$ cat src/rtl/seven_seg_scan.sv
// Time-multiplexed scan controller for common-anode seven-segment digits.
// Feeds one shared decoder per slot, with dead-time, blinking and leading-zero blanking.
module seven_seg_scan #(
    parameter int NUM_DIGITS   = 8,
    parameter int SCAN_DIV     = 100000,
    parameter int DEAD_CYCLES  = 2,
    parameter int BLINK_FRAMES = 64
) (
    input  logic                    clk,
    input  logic                    rst,
    input  logic                    load,
    input  logic [5*NUM_DIGITS-1:0] digits_in,
    input  logic [NUM_DIGITS-1:0]   blink_mask,
    input  logic                    lzs_en,
    output logic [4:0]              dec_data,
    output logic [NUM_DIGITS-1:0]   anodes,
    output logic                    load_ack,
    output logic                    frame_done
);

    localparam int CW = (SCAN_DIV > 1) ? $clog2(SCAN_DIV) : 1;
    localparam int IW = (NUM_DIGITS > 1) ? $clog2(NUM_DIGITS) : 1;
    localparam int FW = (BLINK_FRAMES > 1) ? $clog2(BLINK_FRAMES) : 1;

    localparam logic [4:0]            BLANK    = 5'b01111;
    localparam logic [CW-1:0]         CNT_LAST = CW'(SCAN_DIV - 1);
    localparam logic [CW-1:0]         DEAD     = CW'(DEAD_CYCLES);
    localparam logic [IW-1:0]         IDX_LAST = IW'(NUM_DIGITS - 1);
    localparam logic [FW-1:0]         FRM_LAST = FW'(BLINK_FRAMES - 1);
    localparam logic [NUM_DIGITS-1:0] ONE      = NUM_DIGITS'(1);

    logic [CW-1:0]           cnt;
    logic [IW-1:0]           idx;
    logic [FW-1:0]           fcnt;
    logic                    ph;
    logic [5*NUM_DIGITS-1:0] shadow;
    logic [5*NUM_DIGITS-1:0] pend;
    logic                    pend_v;

    logic                    tick;
    logic                    boundary;
    logic                    dead;
    logic [NUM_DIGITS-1:0]   sel_onehot;
    logic [NUM_DIGITS-1:0]   low_mask;
    logic [NUM_DIGITS-1:0]   iszero;
    logic                    zero_run;
    logic                    blink_bit;
    logic [4:0]              cur_code;
    logic [4:0]              eff_code;

    assign tick       = (cnt == CNT_LAST);
    assign boundary   = tick && (idx == IDX_LAST);
    assign dead       = (cnt < DEAD);
    assign sel_onehot = ONE << idx;
    assign low_mask   = sel_onehot - ONE;
    assign blink_bit  = |(blink_mask & sel_onehot);
    // Digits below idx are don't-care; idx and everything above it must be 00000.
    assign zero_run   = &(iszero | low_mask);

    always_comb begin
        cur_code = BLANK;
        iszero   = '0;
        for (int i = 0; i < NUM_DIGITS; i++) begin
            iszero[i] = (shadow[5*i +: 5] == 5'b00000);
            if (idx == IW'(i)) begin
                cur_code = shadow[5*i +: 5];
            end
        end
    end

    always_comb begin
        eff_code = cur_code;
        if (blink_bit && ph) begin
            eff_code = BLANK;
        end else if (lzs_en && (idx != '0) && zero_run) begin
            eff_code = BLANK;
        end
    end

    // load/ack: a one-cycle load captures digits_in (latest wins while pending);
    // the buffer swaps only on the frame-boundary tick, signalled by one load_ack pulse.
    always_ff @(posedge clk) begin
        if (rst) begin
            cnt        <= '0;
            idx        <= '0;
            fcnt       <= '0;
            ph         <= 1'b0;
            shadow     <= {NUM_DIGITS{BLANK}};
            pend       <= '0;
            pend_v     <= 1'b0;
            dec_data   <= BLANK;
            anodes     <= '1;
            load_ack   <= 1'b0;
            frame_done <= 1'b0;
        end else begin
            load_ack   <= 1'b0;
            frame_done <= 1'b0;

            if (tick) begin
                cnt <= '0;
                idx <= boundary ? '0 : idx + IW'(1);
            end else begin
                cnt <= cnt + CW'(1);
            end

            if (boundary) begin
                frame_done <= 1'b1;
                if (fcnt == FRM_LAST) begin
                    fcnt <= '0;
                    ph   <= ~ph;
                end else begin
                    fcnt <= fcnt + FW'(1);
                end
                if (load) begin
                    shadow   <= digits_in;
                    pend_v   <= 1'b0;
                    load_ack <= 1'b1;
                end else if (pend_v) begin
                    shadow   <= pend;
                    pend_v   <= 1'b0;
                    load_ack <= 1'b1;
                end
            end else if (load) begin
                pend   <= digits_in;
                pend_v <= 1'b1;
            end

            anodes <= dead ? '1 : ~sel_onehot;
            // Latch the code only during dead-time so a lit digit never glitches.
            if (dead) begin
                dec_data <= eff_code;
            end
        end
    end

endmodule

$ cat config.mk
export PLATFORM = sky130hd
export DESIGN_NAME = seven_seg_scan
export DESIGN_NICKNAME = d
export VERILOG_FILES = /design/src/rtl/seven_seg_scan.sv
export SDC_FILE = /design/constraint.sdc
export NUM_CORES = 1
export LEC_CHECK = 0
export CAP_MARGIN = 15
export CORE_ASPECT_RATIO = 0.7
export CORE_MARGIN = 2
export CORE_UTILIZATION = 40
export DETAILED_ROUTE_END_ITERATION = 12
export PLACE_DENSITY = 0.58
export SYNTH_ARGS = -nofsm -noshare
export SYNTH_HDL_FRONTEND = slang
export SYNTH_SLANG_ARGS = --single-unit
$ cat constraint.sdc
create_clock -name clk -period 3 [get_ports clk]
set_clock_uncertainty 0.2 [all_clocks]
set_input_delay 0.9 -clock clk [delete_from_list [all_inputs] [get_ports clk]]
set_output_delay 0.9 -clock clk [all_outputs]
set_load 0.02 [all_outputs]
==> run metrics <==
clk_lat worst skew=410 ps; final setup fails=0; Max Fclk=386 MHz; sequential fraction of design power=42.1%; ys flop type=dfxtp_1; final WL=13.2 mm; final net count=777; total gr overflow=0; Hold Crit Class=flip-flop to flip-flop; unrepaired setup endpoints after global routing=no; first-pass GRT wire length=22.2 mm; crit end category=flip-flop; Clock Path Buffers=2; Initial Utilization=40.6%; Worst-Margin Slew=641 ps; Total Power=4.01 mW; Peak supply drop=0.000399 V; combinational share of power=6.1%; gr usage total=18.3%; postcts setup bufs=0; clock-pin slew on the worst setup and hold paths=50 ps; Tmin final=2590 ps; final slew viol count=0; post-route cell area=7030 um^2; P_sw=832 uW; capturing point of the worst reg2reg path=dec_data[2]; DRT Pass-1 Iters=4; pwr/cell area=570 nW/um^2; violation count after the first detailed-route iteration=262; Vias=4793; Final Hold Viols=0; Placer Congestion=0.851; Final period util=86.4%; CTS root buf=clkbuf_16; I/O Buffers=66; share of cells above drive strength 1=7.42%; setup tns final=0 ps; # hold bufs at CTS=0; reg2reg start=idx[1]; Reg area=2460 um^2; Leakage Power=2.68 nW; status=finished, final reports clean; CP endpoint=dec_data[2]; Critical Path RT=3150 ps; sequential share of the synthesized area=43.8%; Sw Ratio=20.8%; CTS H-tree lvls=4; Die Wd=146 um; largest net degree at the start of global routing=74; CP Data Arrival Time=2740 ps; DP Wirelength=9.50 mm; number of max-cap violations=0; EDFF count, synth=0; post_cts resized=0; Clock Power Share=51.7%; synthesized net count=725; io pins=67; fin util=50.9%; area of the multi-input gates=2860 um^2; vias per inst=5.22; reg-to-reg setup timing slack=410 ps; TritonCTS clock tree=yes; crit path from=idx[1]; area grow syn2layout=25.2%; fin cells=918; clock sinks=123; number of global-route vias before repair=4438; number of instances in the placed design=887; most frequent cells in the layout=123 x dfxtp_1, 102 x nand2_1, 78 x nor2_1, 71 x a21oi_1, 64 x clkdlybuf4s50_1; die height=103 um; Synth Instances=664; clock buffer count from CTS=17; Max FO, Critical Path=15; Routed Antenna Nets=0; synth warn=0; num rows=36; ant diodes=0; asr flop ratio synth=0%; Cell Area, Synth=5620 um^2; most common cell after layout, fill and taps aside=dfxtp_1; DR WL/cell=14.4 um; flops & latches, synth=123; Syn Area/Cell=8.46 um^2; Yosys cell types=53; FILL cells=1321; Worst Setup Start Kind=flip-flop; drt drc=0; Worst slew margin=56.8%; worst r2r path cells=7; Pint=3.18 mW; Crit Path Class=flip-flop to flip-flop; Post-DP Area=6430 um^2; die area=15000 um^2; Core Box Area=13800 um^2; initial antenna violation count=0
final cells by class:
class | instances | area share [%]
Timing Repair Buffer | 83 | 11.4
Sequential cell | 123 | 35.0
Tap cell | 190 | 3.38
Clock inverter | 7 | 1.60
Inverter | 18 | 0.961
Multi-Input combinational cell | 473 | 40.6
Clock buffer | 24 | 6.99
flip-flops by register name (all words and copies together) (netlist names):
| signal | flops |
|---|---|
| anodes | 8 |
| cnt | 17 |
| dec_data | 5 |
| fcnt | 6 |
| frame_done | 1 |
| idx | 3 |
| load_ack | 1 |
| pend | 40 |
| pend_v | 1 |
| ph | 1 |
| shadow | 40 |
worst max-delay path, cell delays in order (launching register included):
cell	delay [ps]
dfxtp_1	360
inv_1	80
ha_1	290
buf_4	230
o21ai_0	540
a211oi_1	250
o31ai_4	380
o22a_1	200
stage by stage:
step                hold slack, ps  worst slack (ps)
global placement               241               182
global route                   267               189
detailed placement             246               152
finish                         251               409
floorplan                      230               204
CTS                            253               410
cell families after synthesis:
kind of cell / after synthesis / share of synthesized area (%)
muxes: 42 / 7.48
xor gates and xnor gates: 20 / 3.12
and+or+nand+nor: 245 / 19.4
AOI/OAI and AO/OA: 157 / 18.7
DFF: 123 / 43.8
adders and majority gates: 9 / 2.00
buffers and inverters: 68 / 5.46
power groups by stage:
stage / clock network (mW) / logic, mW / registers (mW)
4_1_cts: 2.12 / 0.249 / 1.69
3_5_place_dp: 0 / 0.248 / 1.72
6_report: 2.08 / 0.246 / 1.69
3_3_place_gp: 0 / 0.243 / 1.72
5_1_grt: 2.19 / 0.271 / 1.69
2_1_floorplan: 0 / 0.134 / 1.72
Yosys cell counts (2+ instances only):
library cell,instances,area share [%]
buf_2,5,0.45
xnor2_1,9,1.4
and2_1,2,0.22
buf_4,2,0.27
mux2i_1,42,7.5
or2_2,2,0.22
buf_1,4,0.27
nand2_1,102,6.8
nand3_1,11,0.98
and3_1,2,0.22
buf_6,5,1.0
o22ai_1,5,0.56
a2bb2oi_1,4,0.62
nor2_1,78,5.2
a211oi_1,10,1.3
o21ai_0,11,0.98
or4_1,6,0.80
xor2_1,11,1.7
o22a_1,4,0.62
a21oi_1,71,6.3
dfxtp_1,123,44
a221o_1,5,0.89
ha_1,9,2.0
nand4_1,8,0.89
nor2b_1,5,0.56
nor4_1,4,0.45
a211o_1,32,5.0
nor3_1,5,0.45
inv_1,18,1.2
or3_1,8,0.89
a22oi_1,3,0.40
nand2b_1,4,0.45
clkbuf_1,34,2.3
worst min path at each step:
stage	from	slack (ps)	depth (start not counted)	to
2_1_floorplan	cnt[0]	230	1	cnt[0]
3_5_place_dp	pend[35]	250	2	pend[35]
5_1_grt	pend[18]	270	2	pend[18]
3_3_place_gp	pend[39]	240	2	pend[39]
6_report	pend[36]	250	2	pend[36]
4_1_cts	pend[5]	250	2	pend[5]
routing by layer:
metal	vias up	global-route usage, %	wire length, um
met5	-	0	0
met4	0	6.11	151
met3	15	3.81	563
met2	107	27.6	5430
met1	2246	26.3	7070
li1	2425	-	-
Power figures use the tool's default switching activity.
